**src/rtl/rs_alu_pkg.sv**
```systemverilog
// rtl/rs_alu_pkg.sv - shared widths, free markers, opcodes, entry types and the operand snoop helper
package rs_alu_pkg;

    localparam int DATA_W = 32;
    localparam int TAG_W  = 5;
    localparam int NAME_W = 5;
    localparam int OP_W   = 4;

    // ROB tags live in 0..15; the top tag value marks an operand that already holds its value
    localparam logic [TAG_W-1:0]  tagFree  = 5'h10;
    localparam logic [NAME_W-1:0] nameFree = '0;
    localparam logic [DATA_W-1:0] dataFree = '0;
    localparam logic [31:0]       addrFree = '0;

    localparam logic [OP_W-1:0] OP_NONE = 4'd0;
    localparam logic [OP_W-1:0] OP_ADD  = 4'd1;
    localparam logic [OP_W-1:0] OP_SUB  = 4'd2;
    localparam logic [OP_W-1:0] OP_AND  = 4'd3;
    localparam logic [OP_W-1:0] OP_OR   = 4'd4;
    localparam logic [OP_W-1:0] OP_XOR  = 4'd5;
    localparam logic [OP_W-1:0] OP_SLL  = 4'd6;
    localparam logic [OP_W-1:0] OP_SRL  = 4'd7;
    localparam logic [OP_W-1:0] OP_SLT  = 4'd8;

    typedef struct packed {
        logic [TAG_W-1:0]  tag;
        logic [DATA_W-1:0] val;
    } operand_t;

    typedef struct packed {
        logic [OP_W-1:0]   op;
        logic [31:0]       addr;
        logic [TAG_W-1:0]  wrt_tag;
        logic [NAME_W-1:0] name;
        operand_t          opd_o;
        operand_t          opd_t;
    } rs_entry_t;

    typedef struct packed {
        logic [OP_W-1:0]   op;
        logic [31:0]       addr;
        logic [TAG_W-1:0]  wrt_tag;
        logic [NAME_W-1:0] name;
        logic [DATA_W-1:0] val_o;
        logic [DATA_W-1:0] val_t;
    } issue_t;

    localparam issue_t ISSUE_IDLE = '{op: OP_NONE, addr: addrFree, wrt_tag: tagFree,
                                      name: nameFree, val_o: dataFree, val_t: dataFree};

    // Capture a broadcast result for a waiting operand; the ALU bus wins over the load bus
    function automatic operand_t snoop(
        input operand_t          opd,
        input logic              cdb_en,
        input logic [TAG_W-1:0]  cdb_tag,
        input logic [DATA_W-1:0] cdb_data,
        input logic              lsb_en,
        input logic [TAG_W-1:0]  lsb_tag,
        input logic [DATA_W-1:0] lsb_data
    );
        operand_t res;
        res = opd;
        if (opd.tag != tagFree) begin
            if (cdb_en && cdb_tag == opd.tag) begin
                res.tag = tagFree;
                res.val = cdb_data;
            end else if (lsb_en && lsb_tag == opd.tag) begin
                res.tag = tagFree;
                res.val = lsb_data;
            end
        end
        return res;
    endfunction

endpackage

```
**src/rtl/rs_alu_if.sv**
```systemverilog
// rtl/rs_alu_if.sv - dispatch, broadcast and issue signals of the ALU reservation station
interface rs_alu_if;
    import rs_alu_pkg::*;

    logic              clear;
    logic              dispEn;
    logic [OP_W-1:0]   dispOp;
    logic [31:0]       dispAddr;
    logic [DATA_W-1:0] dispValO;
    logic [DATA_W-1:0] dispValT;
    logic [TAG_W-1:0]  dispTagO;
    logic [TAG_W-1:0]  dispTagT;
    logic [TAG_W-1:0]  dispWrtTag;
    logic [NAME_W-1:0] dispName;
    logic              cdbEn;
    logic [TAG_W-1:0]  cdbTag;
    logic [DATA_W-1:0] cdbData;
    logic              lsbEn;
    logic [TAG_W-1:0]  lsbTag;
    logic [DATA_W-1:0] lsbData;
    logic              rsFull;
    logic              ALUworkEn;
    logic [DATA_W-1:0] operandO;
    logic [DATA_W-1:0] operandT;
    logic [TAG_W-1:0]  wrtTag;
    logic [NAME_W-1:0] wrtName;
    logic [OP_W-1:0]   opCode;
    logic [31:0]       instAddr;

    modport master (
        output clear, dispEn, dispOp, dispAddr, dispValO, dispValT, dispTagO, dispTagT,
               dispWrtTag, dispName, cdbEn, cdbTag, cdbData, lsbEn, lsbTag, lsbData,
        input  rsFull, ALUworkEn, operandO, operandT, wrtTag, wrtName, opCode, instAddr
    );

    modport slave (
        input  clear, dispEn, dispOp, dispAddr, dispValO, dispValT, dispTagO, dispTagT,
               dispWrtTag, dispName, cdbEn, cdbTag, cdbData, lsbEn, lsbTag, lsbData,
        output rsFull, ALUworkEn, operandO, operandT, wrtTag, wrtName, opCode, instAddr
    );
endinterface

```
**src/rtl/rs_alu_select.sv**
```systemverilog
// rtl/rs_alu_select.sv - rs_select: one-hot grant of a ready entry (oldest-first under RS_OLDEST_FIRST_EN)
module rs_select #(
    parameter int N     = 8,
    parameter int AGE_W = 3
) (
    input  logic [N-1:0]       ready_i,
`ifdef RS_OLDEST_FIRST_EN
    input  logic [N*AGE_W-1:0] ages_i,
`endif
    output logic [N-1:0]       grant_o,
    output logic               any_o
);

`ifdef RS_OLDEST_FIRST_EN
    logic [AGE_W-1:0] best_age;
    logic             found;

    // Largest age wins; strict compare keeps the lowest index on ties
    always_comb begin
        grant_o  = '0;
        best_age = '0;
        found    = 1'b0;
        for (int i = 0; i < N; i++) begin
            if (ready_i[i] && (!found || ages_i[i*AGE_W +: AGE_W] > best_age)) begin
                found    = 1'b1;
                best_age = ages_i[i*AGE_W +: AGE_W];
                grant_o  = '0;
                grant_o[i] = 1'b1;
            end
        end
    end
`else
    // Isolate the lowest set bit of the ready vector
    always_comb begin
        grant_o = ready_i & (~ready_i + 1'b1);
    end
`endif

    assign any_o = |ready_i;

endmodule

```
**src/rtl/rs_alu.sv**
```systemverilog
// rtl/rs_alu.sv - ALU reservation station with wakeup, bypass and flush; RS_OLDEST_FIRST_EN selects oldest-first issue
module rs_alu
    import rs_alu_pkg::*;
#(
    parameter int RS_SIZE = 8,
    parameter int AGE_W   = 3
) (
    input  logic    clk,
    input  logic    rst,
    rs_alu_if.slave bus
);

    localparam int IDX_W = $clog2(RS_SIZE);
    localparam int CNT_W = IDX_W + 1;

    if (RS_SIZE < 2 || RS_SIZE > 16 || (RS_SIZE & (RS_SIZE - 1)) != 0 || AGE_W < 1) begin : g_bad_cfg
        $error("rs_alu: RS_SIZE must be a power of two in 2..16 and AGE_W at least 1");
    end

    rs_entry_t          ent_q [RS_SIZE];
    rs_entry_t          ent_d [RS_SIZE];
    logic [RS_SIZE-1:0] valid_q, valid_d;
    logic [RS_SIZE-1:0] ready, grant;
    logic               any_ready;
    logic               free_found;
    logic [IDX_W-1:0]   free_idx;
    logic               disp_take;
    issue_t             issue_ent;
    issue_t             out_q, out_d;
    logic               work_q, work_d;
    logic               full_q, full_d;
    logic [CNT_W-1:0]   cnt_d;

    // An entry may issue once both operand tags are resolved
    always_comb begin
        for (int i = 0; i < RS_SIZE; i++) begin
            ready[i] = valid_q[i] && (ent_q[i].opd_o.tag == tagFree) && (ent_q[i].opd_t.tag == tagFree);
        end
    end

    // Lowest free slot of the pre-edge state, so a slot freed by issue this cycle is not reused
    always_comb begin
        free_found = 1'b0;
        free_idx   = '0;
        for (int i = RS_SIZE - 1; i >= 0; i--) begin
            if (!valid_q[i]) begin
                free_found = 1'b1;
                free_idx   = IDX_W'(i);
            end
        end
    end

    assign disp_take = bus.dispEn && free_found && !bus.clear;

`ifdef RS_OLDEST_FIRST_EN
    logic [AGE_W-1:0]         age_q [RS_SIZE];
    logic [AGE_W-1:0]         age_d [RS_SIZE];
    logic [RS_SIZE*AGE_W-1:0] ages_flat;

    // Ages saturate while an entry is held and restart at dispatch
    always_comb begin
        for (int i = 0; i < RS_SIZE; i++) begin
            if (!valid_q[i]) begin
                age_d[i] = '0;
            end else if (&age_q[i]) begin
                age_d[i] = age_q[i];
            end else begin
                age_d[i] = age_q[i] + 1'b1;
            end
            ages_flat[i*AGE_W +: AGE_W] = age_q[i];
        end
        if (disp_take) begin
            age_d[free_idx] = '0;
        end
    end

    // Age counters
    always_ff @(posedge clk) begin
        if (rst || bus.clear) begin
            for (int i = 0; i < RS_SIZE; i++) begin
                age_q[i] <= '0;
            end
        end else begin
            age_q <= age_d;
        end
    end
`endif

    rs_select #(
        .N     (RS_SIZE),
        .AGE_W (AGE_W)
    ) u_select (
        .ready_i (ready),
`ifdef RS_OLDEST_FIRST_EN
        .ages_i  (ages_flat),
`endif
        .grant_o (grant),
        .any_o   (any_ready)
    );

    // Gather the granted entry into the issue record
    always_comb begin
        issue_ent = ISSUE_IDLE;
        for (int i = 0; i < RS_SIZE; i++) begin
            if (grant[i]) begin
                issue_ent.op      = ent_q[i].op;
                issue_ent.addr    = ent_q[i].addr;
                issue_ent.wrt_tag = ent_q[i].wrt_tag;
                issue_ent.name    = ent_q[i].name;
                issue_ent.val_o   = ent_q[i].opd_o.val;
                issue_ent.val_t   = ent_q[i].opd_t.val;
            end
        end
    end

    // Entry next state: wakeup of waiting operands, free on issue, write on dispatch, flush on clear
    always_comb begin
        valid_d = valid_q & ~grant;
        for (int i = 0; i < RS_SIZE; i++) begin
            ent_d[i] = ent_q[i];
            if (valid_q[i]) begin
                ent_d[i].opd_o = snoop(ent_q[i].opd_o, bus.cdbEn, bus.cdbTag, bus.cdbData,
                                       bus.lsbEn, bus.lsbTag, bus.lsbData);
                ent_d[i].opd_t = snoop(ent_q[i].opd_t, bus.cdbEn, bus.cdbTag, bus.cdbData,
                                       bus.lsbEn, bus.lsbTag, bus.lsbData);
            end
        end
        if (disp_take) begin
            valid_d[free_idx]         = 1'b1;
            ent_d[free_idx].op        = bus.dispOp;
            ent_d[free_idx].addr      = bus.dispAddr;
            ent_d[free_idx].wrt_tag   = bus.dispWrtTag;
            ent_d[free_idx].name      = bus.dispName;
            ent_d[free_idx].opd_o     = snoop('{tag: bus.dispTagO, val: bus.dispValO}, bus.cdbEn,
                                              bus.cdbTag, bus.cdbData, bus.lsbEn, bus.lsbTag, bus.lsbData);
            ent_d[free_idx].opd_t     = snoop('{tag: bus.dispTagT, val: bus.dispValT}, bus.cdbEn,
                                              bus.cdbTag, bus.cdbData, bus.lsbEn, bus.lsbTag, bus.lsbData);
        end
        if (bus.clear) begin
            valid_d = '0;
        end
    end

    // Back-pressure leaves one slot of slack for a dispatch already in flight
    always_comb begin
        cnt_d = '0;
        for (int i = 0; i < RS_SIZE; i++) begin
            cnt_d = cnt_d + CNT_W'(valid_d[i]);
        end
        full_d = (cnt_d >= CNT_W'(RS_SIZE - 1));
    end

    // Issue record: granted entry, or the idle markers when nothing issues
    always_comb begin
        work_d = any_ready && !bus.clear;
        out_d  = work_d ? issue_ent : ISSUE_IDLE;
    end

    // Entry payload; only entries with a valid bit are ever observed
    always_ff @(posedge clk) begin
        ent_q <= ent_d;
    end

    // Valid bits, issue outputs and full flag
    always_ff @(posedge clk) begin
        if (rst) begin
            valid_q <= '0;
            work_q  <= 1'b0;
            out_q   <= ISSUE_IDLE;
            full_q  <= 1'b0;
        end else begin
            valid_q <= valid_d;
            work_q  <= work_d;
            out_q   <= out_d;
            full_q  <= full_d;
        end
    end

    assign bus.rsFull    = full_q;
    assign bus.ALUworkEn = work_q;
    assign bus.operandO  = out_q.val_o;
    assign bus.operandT  = out_q.val_t;
    assign bus.wrtTag    = out_q.wrt_tag;
    assign bus.wrtName   = out_q.name;
    assign bus.opCode    = out_q.op;
    assign bus.instAddr  = out_q.addr;

endmodule

```
**src/flat_wrapper.sv**
```systemverilog
// flat-port wrapper written by rule: the top's interface ports become plain ports
module rs_alu_flat import rs_alu_pkg::*;
#(
    parameter int RS_SIZE = 8,
    parameter int AGE_W   = 3
)
  (clk, rst, bus_clear, bus_dispEn, bus_dispOp, bus_dispAddr, bus_dispValO, bus_dispValT, bus_dispTagO, bus_dispTagT, bus_dispWrtTag, bus_dispName, bus_cdbEn, bus_cdbTag, bus_cdbData, bus_lsbEn, bus_lsbTag, bus_lsbData, bus_rsFull, bus_ALUworkEn, bus_operandO, bus_operandT, bus_wrtTag, bus_wrtName, bus_opCode, bus_instAddr);
  rs_alu_if bus_i ();
  input  logic clk;
  input  logic rst;
  input wire logic [$bits(bus_i.clear)-1:0] bus_clear;
  input wire logic [$bits(bus_i.dispEn)-1:0] bus_dispEn;
  input wire logic [$bits(bus_i.dispOp)-1:0] bus_dispOp;
  input wire logic [$bits(bus_i.dispAddr)-1:0] bus_dispAddr;
  input wire logic [$bits(bus_i.dispValO)-1:0] bus_dispValO;
  input wire logic [$bits(bus_i.dispValT)-1:0] bus_dispValT;
  input wire logic [$bits(bus_i.dispTagO)-1:0] bus_dispTagO;
  input wire logic [$bits(bus_i.dispTagT)-1:0] bus_dispTagT;
  input wire logic [$bits(bus_i.dispWrtTag)-1:0] bus_dispWrtTag;
  input wire logic [$bits(bus_i.dispName)-1:0] bus_dispName;
  input wire logic [$bits(bus_i.cdbEn)-1:0] bus_cdbEn;
  input wire logic [$bits(bus_i.cdbTag)-1:0] bus_cdbTag;
  input wire logic [$bits(bus_i.cdbData)-1:0] bus_cdbData;
  input wire logic [$bits(bus_i.lsbEn)-1:0] bus_lsbEn;
  input wire logic [$bits(bus_i.lsbTag)-1:0] bus_lsbTag;
  input wire logic [$bits(bus_i.lsbData)-1:0] bus_lsbData;
  output wire logic [$bits(bus_i.rsFull)-1:0] bus_rsFull;
  output wire logic [$bits(bus_i.ALUworkEn)-1:0] bus_ALUworkEn;
  output wire logic [$bits(bus_i.operandO)-1:0] bus_operandO;
  output wire logic [$bits(bus_i.operandT)-1:0] bus_operandT;
  output wire logic [$bits(bus_i.wrtTag)-1:0] bus_wrtTag;
  output wire logic [$bits(bus_i.wrtName)-1:0] bus_wrtName;
  output wire logic [$bits(bus_i.opCode)-1:0] bus_opCode;
  output wire logic [$bits(bus_i.instAddr)-1:0] bus_instAddr;
  assign bus_i.clear = bus_clear;
  assign bus_i.dispEn = bus_dispEn;
  assign bus_i.dispOp = bus_dispOp;
  assign bus_i.dispAddr = bus_dispAddr;
  assign bus_i.dispValO = bus_dispValO;
  assign bus_i.dispValT = bus_dispValT;
  assign bus_i.dispTagO = bus_dispTagO;
  assign bus_i.dispTagT = bus_dispTagT;
  assign bus_i.dispWrtTag = bus_dispWrtTag;
  assign bus_i.dispName = bus_dispName;
  assign bus_i.cdbEn = bus_cdbEn;
  assign bus_i.cdbTag = bus_cdbTag;
  assign bus_i.cdbData = bus_cdbData;
  assign bus_i.lsbEn = bus_lsbEn;
  assign bus_i.lsbTag = bus_lsbTag;
  assign bus_i.lsbData = bus_lsbData;
  assign bus_rsFull = bus_i.rsFull;
  assign bus_ALUworkEn = bus_i.ALUworkEn;
  assign bus_operandO = bus_i.operandO;
  assign bus_operandT = bus_i.operandT;
  assign bus_wrtTag = bus_i.wrtTag;
  assign bus_wrtName = bus_i.wrtName;
  assign bus_opCode = bus_i.opCode;
  assign bus_instAddr = bus_i.instAddr;
  rs_alu #(.RS_SIZE(RS_SIZE), .AGE_W(AGE_W)) u_core (.clk(clk), .rst(rst), .bus(bus_i));
endmodule
```
**config.mk**
```make
export PLATFORM = sky130hd
export DESIGN_NAME = rs_alu_flat
export DESIGN_NICKNAME = d
export VERILOG_FILES = /design/src/rtl/rs_alu_pkg.sv /design/src/rtl/rs_alu_if.sv /design/src/rtl/rs_alu_select.sv /design/src/rtl/rs_alu.sv /design/src/flat_wrapper.sv
export SDC_FILE = /design/constraint.sdc
export NUM_CORES = 2
export LEC_CHECK = 0
export ABC_CLOCK_PERIOD_IN_PS = 5600
export BUFFER_PORTS_ARGS = -buffer_cell sky130_fd_sc_hd__buf_2
export CORE_MARGIN = 2
export CORE_UTILIZATION = 45
export DETAILED_ROUTE_END_ITERATION = 7
export GPL_TIMING_DRIVEN = 1
export HOLD_SLACK_MARGIN = 0.15
export PLACE_DENSITY_LB_ADDON = 0.12
export REMOVE_ABC_BUFFERS = 1
export SYNTH_ARGS = -nofsm -noshare
export SYNTH_HDL_FRONTEND = slang
export SYNTH_SLANG_ARGS = --single-unit
```
**constraint.sdc**
```tcl
create_clock -name clk -period 5.6 [get_ports clk]
set_input_delay 0.28 -clock clk [delete_from_list [all_inputs] [get_ports clk]]
set_output_delay 0.28 -clock clk [all_outputs]
set_load 0.02 [all_outputs]
```
## Yosys cells after proc, flatten, opt, wreduce, memory -nomap -nowiden

Index checks and enable logic that the tools add are counted.

- Logic and storage cells: 334
- Input port bits: 200
- Output and inout port bits: 112
- Register bits after elaboration: 1080

- Reductions and logical operators: 60
- Eq/ne operators: 70
- $add $sub $neg: 8
- Muxes and demuxes: 111
- Order comparisons: 5
- Bitwise gates (word level): 7

Operators with widths:

| cell | count |
|---|---|
| 960-bit bitwise mux | 6 |
| 120-bit demux with 3-bit select | 6 |
| 37-bit 2-to-1 mux | 57 |
| 914-bit 2-to-1 mux | 1 |
| 110-bit 2-to-1 mux | 8 |
| 74-bit 2-to-1 mux | 9 |
| 5-bit == test | 36 |
| 120-bit 2-to-1 mux | 1 |
| 116-bit 2-to-1 mux | 1 |
| 5-bit != test, second input constant | 18 |
| 84-bit 2-to-1 mux | 1 |
| 5-bit == test, second input constant | 16 |
| 79-bit 2-to-1 mux | 1 |
| 1-bit logical AND | 57 |
| 4-bit by 1-bit adder with 4-bit output | 6 |
| 3-bit 2-to-1 mux | 8 |
| 8-bit AND | 2 |
| 8-bit 2-to-1 mux | 2 |
| 8-bit NOT | 2 |
| 1-bit 2-to-1 mux | 9 |
| 8-bit by 1-bit adder with 8-bit output, second input constant | 1 |
| 8-bit OR | 1 |
| 8-bit OR reduction | 1 |
| 4-bit by 3-bit >= comparator with 1-bit output, second input constant | 1 |
| other kinds (10) | 10 |

## Depth between registers and ports, before layout

- Depth in word-level cells: 23
- Mapped depth: 19

## Modules after synthesis

Synthesis repeated with hierarchy kept, for this count alone.

- Cells, all modules: 6324
- Area total of the unflattened synthesis: 57237.4 µm²

By module, submodules not included:

| module | area an instance (µm²) | seq. area each (µm²) | instances | cells each |
|---|---|---|---|---|
| rs_alu | 57141.1 | 25304.3 | 1 | 6312 |
| rs_select | 96.3 | 0.0 | 1 | 12 |

## Worst setup path before layout

No wires, ideal clock.

- Path type: register -> register
- From: register u_core.valid_q[0]
- To: register u_core.full_q (netlist: u_core.bus.rsFull)
- Data required time: 5.473 ns
- Setup slack: 1.157 ns
- Cell stages (with the launch flop): 18
- Arrival: 4.316 ns
- Period minus slack after synthesis: 4.443 ns
- Path through: dfxtp_1 buf_2 and3b_1 and3_1 nand2_1 a211oi_1 nand2_1 buf_2 clkinv_1 buf_2 a31oi_1 fa_1 fa_1 fa_1 nor2_1 a221o_1 a21oi_1 nor2_1

- Cells in the longest elaborated chain, start to end: 18
- Elaborated cells between the ends (all ways): 27
- Classes of those cells: add/sub (8); order compare (3); mux (6); bitwise (5); reduce/logical (5)

Ends and longest elaborated chain:

| element | line | RTL |
|---|---|---|
| start, declared | rs_alu.sv:22 | `logic [RS_SIZE-1:0] valid_q, valid_d;` |
| start signal, assigned | rs_alu.sv:172 | `valid_q <= valid_d;` |
| 1-bit logical AND (2 in series) | rs_alu.sv:37 | `ready[i] = valid_q[i] && (ent_q[i].opd_o.tag == tagFree) && (ent_q[i].opd_t.tag == tagFree);` |
| 8-bit NOT | rs_alu_select.sv:35 | `grant_o = ready_i & (~ready_i + 1'b1);` |
| 8-bit by 1-bit adder with 8-bit output | rs_alu_select.sv:35 |  |
| 8-bit AND | rs_alu_select.sv:35 |  |
| 8-bit NOT | rs_alu.sv:118 | `valid_d = valid_q & ~grant;` |
| 8-bit AND | rs_alu.sv:118 |  |
| 8-bit OR (no source line) | - |  |
| 8-bit 2-to-1 mux (*) | rs_alu.sv:128 | `if (disp_take) begin` |
| 8-bit 2-to-1 mux (*) | rs_alu.sv:139 | `if (bus.clear) begin` |
| 1-bit by 1-bit adder with 2-bit output | rs_alu.sv:148 | `cnt_d = cnt_d + CNT_W'(valid_d[i]);` |
| 4-bit by 1-bit adder with 4-bit output (5 in series) | rs_alu.sv:148 |  |
| 4-bit by 1-bit adder with 4-bit output (*) | rs_alu.sv:148 |  |
| 4-bit by 3-bit >= comparator with 1-bit output (*) | rs_alu.sv:150 | `full_d = (cnt_d >= CNT_W'(RS_SIZE - 1));` |
| end signal, assigned | rs_alu.sv:175 | `full_q <= full_d;` |
| end, declared | rs_alu.sv:31 | `logic full_q, full_d;` |

Every way passes the cells marked *; elsewhere a longest branch is shown, timed or not.
A chain may end at the register's enable or synchronous reset.

## Worst setup path in the final report

- From: register u_core.valid_q[0]
- To: register u_core.full_q (netlist: u_core.bus.rsFull)

- Cells in the longest elaborated chain, start to end: 18
- Elaborated cells between the ends (all ways): 27
- Classes of those cells: add/sub (8); order compare (3); mux (6); bitwise (5); reduce/logical (5)

Ends and longest elaborated chain:

| element | line |
|---|---|
| 1-bit logical AND (2 in series) | rs_alu.sv:37 |
| 8-bit NOT | rs_alu_select.sv:35 |
| 8-bit by 1-bit adder with 8-bit output | rs_alu_select.sv:35 |
| 8-bit AND | rs_alu_select.sv:35 |
| 8-bit NOT | rs_alu.sv:118 |
| 8-bit AND | rs_alu.sv:118 |
| 8-bit OR (no source line) | - |
| 8-bit 2-to-1 mux (*) | rs_alu.sv:128 |
| 8-bit 2-to-1 mux (*) | rs_alu.sv:139 |
| named net u_core.valid_d[1] | rs_alu.sv:22 |
| 1-bit by 1-bit adder with 2-bit output (*) | rs_alu.sv:148 |
| 4-bit by 1-bit adder with 4-bit output (*) (6 in series) | rs_alu.sv:148 |
| 4-bit by 3-bit >= comparator with 1-bit output (*) | rs_alu.sv:150 |

Mark *: on every way through the listed nets, which the timed path passes. The rest lies on a longest branch.

==> metrics <==
result of the run complete, no violations; per-cell routed wire length 28.43 um; Hold-fix buffers, CTS 108; largest net degree at the start of global routing 114; Final Slew Violations 0; peak supply drop 307.1 uV; number of sinks handled by clock tree synthesis 1080; unrepaired setup endpoints after global routing false; classification of the worst-slack hold path in2reg; PostCTS Resize Cnt 0; count of cell types in the netlist 79; Max Cap Violations 0; Tot GR Track Use 0.3379; clock tree skew after final layout 0.04072 ns; warnings from Yosys 0; async set-or-reset flop fraction in the synthesized netlist 0; boundary pin count 312; clock latency reported for the late side of the worst-skew pair 0.75 ns; core area 122200 sq um; final std cells w/o fill 7778; number of global-route vias before repair 47510; layout net count 6251; Final min period 4.536 ns; number of clock buffers inserted by TritonCTS 119; root cell of the clock tree sky130_fd_sc_hd__clkbuf_16; share of cells above drive strength 1 0.1181; synthesized instance count 6091; first-pass GRT wire length 321900 um; flip-flop and latch count after synthesis 1080; residual antenna-violating net count after detailed routing 0; Final Hold Fails 0; die outline area 126300 sq um; # DRC 0; Startpoint Class register; power per unit of standard cell area 296.0 nW/um^2; TritonCTS clock tree yes; die height 355.4 um; Cell Area, Synth 55570 sq um; DRC marker count from the first detailed-route iteration 6084; max frequency 220.5 MHz; Final GP Congestion 0.9026; buffers from clock root to sink, at most 3; CP Capture Type register; relative slew slack 0.04783; type of the worst setup path reg2reg; Hold WS 0.1867 ns; die extent in x 355.4 um; post-synthesis sequential area ratio 0.4554; static power due to leakage 0.02075 uW; Post-CTS Setup Bufs 0; number of placed cells counting well taps 7440; wire length reported by the detailed router 221100 um; Clock transition at path regs 0.06 ns; estimated wirelength of the detail-placed design 121200 um; number of antenna violations at the first check in global routing 21; Final Setup Violations 0; H-tree Lvls 3; leftover overflow at the end of global routing 0; Layout Area Growth over Synthesis 12.52%; Crit Path Max Fanout 21; post-route clock period utilization 0.8099; dominant cells by area after synthesis sky130_fd_sc_hd__dfxtp_1 26%, sky130_fd_sc_hd__edfxtp_1 20%, sky130_fd_sc_hd__mux2i_1 8.9%, sky130_fd_sc_hd__o21ai_0 6.2%, sky130_fd_sc_hd__o211ai_1 6.2%; WP data arrival 5.17 ns; first-pass detailed-route iteration total 7; Post-Syn Area per Cell 9.123 sq um; Required @ worst endpoint 6.23 ns; transition time at the pin with the least slew margin 1.425 ns; fraction of post-synthesis cell area in the top cell type by area 0.2565; Primary FF master, synth sky130_fd_sc_hd__dfxtp_1; number of port buffers 311; cell type with the largest total area after synthesis sky130_fd_sc_hd__dfxtp_1; detailed-route via count 50390; number of flops mapped to enable cells by yosys 368; num rows 128; initial core utilization 0.4547; detail-routed via count per cell 6.478
path summary, 6_finish.rpt:
kind | endpoint | from | cells past startpoint | slack [ns]
setup / recovery | u_core.bus.rsFull$_SDFF_PP0_ | u_core.valid_q[0]$_SDFF_PP0_ | 15 | 1.06
setup reg to reg | u_core.bus.rsFull$_SDFF_PP0_ | u_core.valid_q[0]$_SDFF_PP0_ | 15 | 1.06
hold / removal | u_core.ent_q[542]$_DFF_P_ | bus_lsbData[25] | 5 | 0.19
hold reg to reg | u_core.bus.instAddr[7]$_SDFF_PP0_ | register | 1 | 0.47
layout make-up:
type                            instances  area [sq um]
Inverter                              150         565.5
Clock inverter                         54         700.7
Antenna cell                            5         12.51
Clock buffer                          171          3423
Sequential cell                      1080         25300
Timing Repair Buffer                  537          3623
Tap cell                             1625          2033
Fill cell                           11340         59670
Multi-Input combinational cell       4156         26860
placed cells by master, fill, tap and decap left out, types with 119 or more instances in the layout:
| cell type | count |
|---|---|
| sky130_fd_sc_hd__a21oi_1 | 180 |
| sky130_fd_sc_hd__buf_2 | 311 |
| sky130_fd_sc_hd__clkbuf_16 | 119 |
| sky130_fd_sc_hd__dfxtp_1 | 712 |
| sky130_fd_sc_hd__edfxtp_1 | 368 |
| sky130_fd_sc_hd__inv_1 | 141 |
| sky130_fd_sc_hd__mux2i_1 | 492 |
| sky130_fd_sc_hd__nand2_1 | 801 |
| sky130_fd_sc_hd__nand3_1 | 271 |
| sky130_fd_sc_hd__nor2_1 | 154 |
| sky130_fd_sc_hd__o211ai_1 | 458 |
| sky130_fd_sc_hd__o21ai_0 | 691 |
| sky130_fd_sc_hd__xor2_1 | 136 |
synth_stat cells, types with 58 or more instances:
cell / instances
sky130_fd_sc_hd__inv_1: 143
sky130_fd_sc_hd__a211oi_1: 110
sky130_fd_sc_hd__a211o_1: 63
sky130_fd_sc_hd__o211ai_1: 458
sky130_fd_sc_hd__o21ai_1: 58
sky130_fd_sc_hd__mux2i_1: 492
sky130_fd_sc_hd__xor2_1: 136
sky130_fd_sc_hd__edfxtp_1: 368
sky130_fd_sc_hd__nand3_1: 275
sky130_fd_sc_hd__nor2_1: 158
sky130_fd_sc_hd__dfxtp_1: 712
sky130_fd_sc_hd__buf_2: 190
sky130_fd_sc_hd__clkbuf_1: 414
sky130_fd_sc_hd__o22ai_1: 93
sky130_fd_sc_hd__a221o_1: 110
sky130_fd_sc_hd__nor3_1: 72
sky130_fd_sc_hd__o21ai_0: 691
sky130_fd_sc_hd__a22o_1: 84
sky130_fd_sc_hd__nand2_1: 809
sky130_fd_sc_hd__a21oi_1: 181
layer usage:
layer,share of wire,track usage
met2,0.45,0.5359
met4,0.047,0.1486
met1,0.41,0.4428
met5,0.00075,0
met3,0.098,0.07369
cell families (layout without fill, tap and decap cells):
logic type | count (synthesis) | after routing | synth area share
adder cells (fa/ha/maj) | 7 | 7 | 0.002117
AO/OA/AOI/OAI | 2040 | 2040 | 0.2458
multiplexers | 492 | 492 | 0.08863
other | 0 | 5 | 0
AND/OR/NAND/NOR | 1437 | 1437 | 0.1122
XOR/XNOR | 180 | 180 | 0.02837
buffers and inverters | 855 | 912 | 0.06746
flip-flops | 1080 | 1080 | 0.4554
power breakdown:
part,switching (uW),internal [uW]
clock network,3460,4770
registers,179,8390
logic,1130,572
total,4770,13700
per-stage QoR:
stage               worst slack, ns  utilization  cell area [sq um]  TNS, ns  total power, uW
floorplan                    -6.600            -              52380  -556.48             9559
global placement              1.122       0.4690              57310        0            10270
detailed placement            1.120       0.4690              57310        0            10300
CTS                           1.078       0.5116              62510        0            18520
global route                 0.8355       0.5116              62520        0            19010
finish                        1.064       0.5117              62530        0            18510
critical path, cell delays in order, from the launching register on:
cell                      delay, ns
sky130_fd_sc_hd__dfxtp_1       0.57
sky130_fd_sc_hd__and4_2        0.68
sky130_fd_sc_hd__nand2_2       0.11
sky130_fd_sc_hd__nand2_1       0.08
sky130_fd_sc_hd__nand3_1       0.09
sky130_fd_sc_hd__nand2_1       0.09
sky130_fd_sc_hd__ha_1          0.22
sky130_fd_sc_hd__inv_1         0.07
sky130_fd_sc_hd__fa_1          0.43
sky130_fd_sc_hd__fa_1          0.48
sky130_fd_sc_hd__fa_1          0.44
sky130_fd_sc_hd__fa_1          0.59
sky130_fd_sc_hd__nor2_1        0.05
sky130_fd_sc_hd__a221o_1       0.31
sky130_fd_sc_hd__a21oi_1       0.16
sky130_fd_sc_hd__nor2_1        0.06
Note: power is estimated with default switching activity, not from simulation.
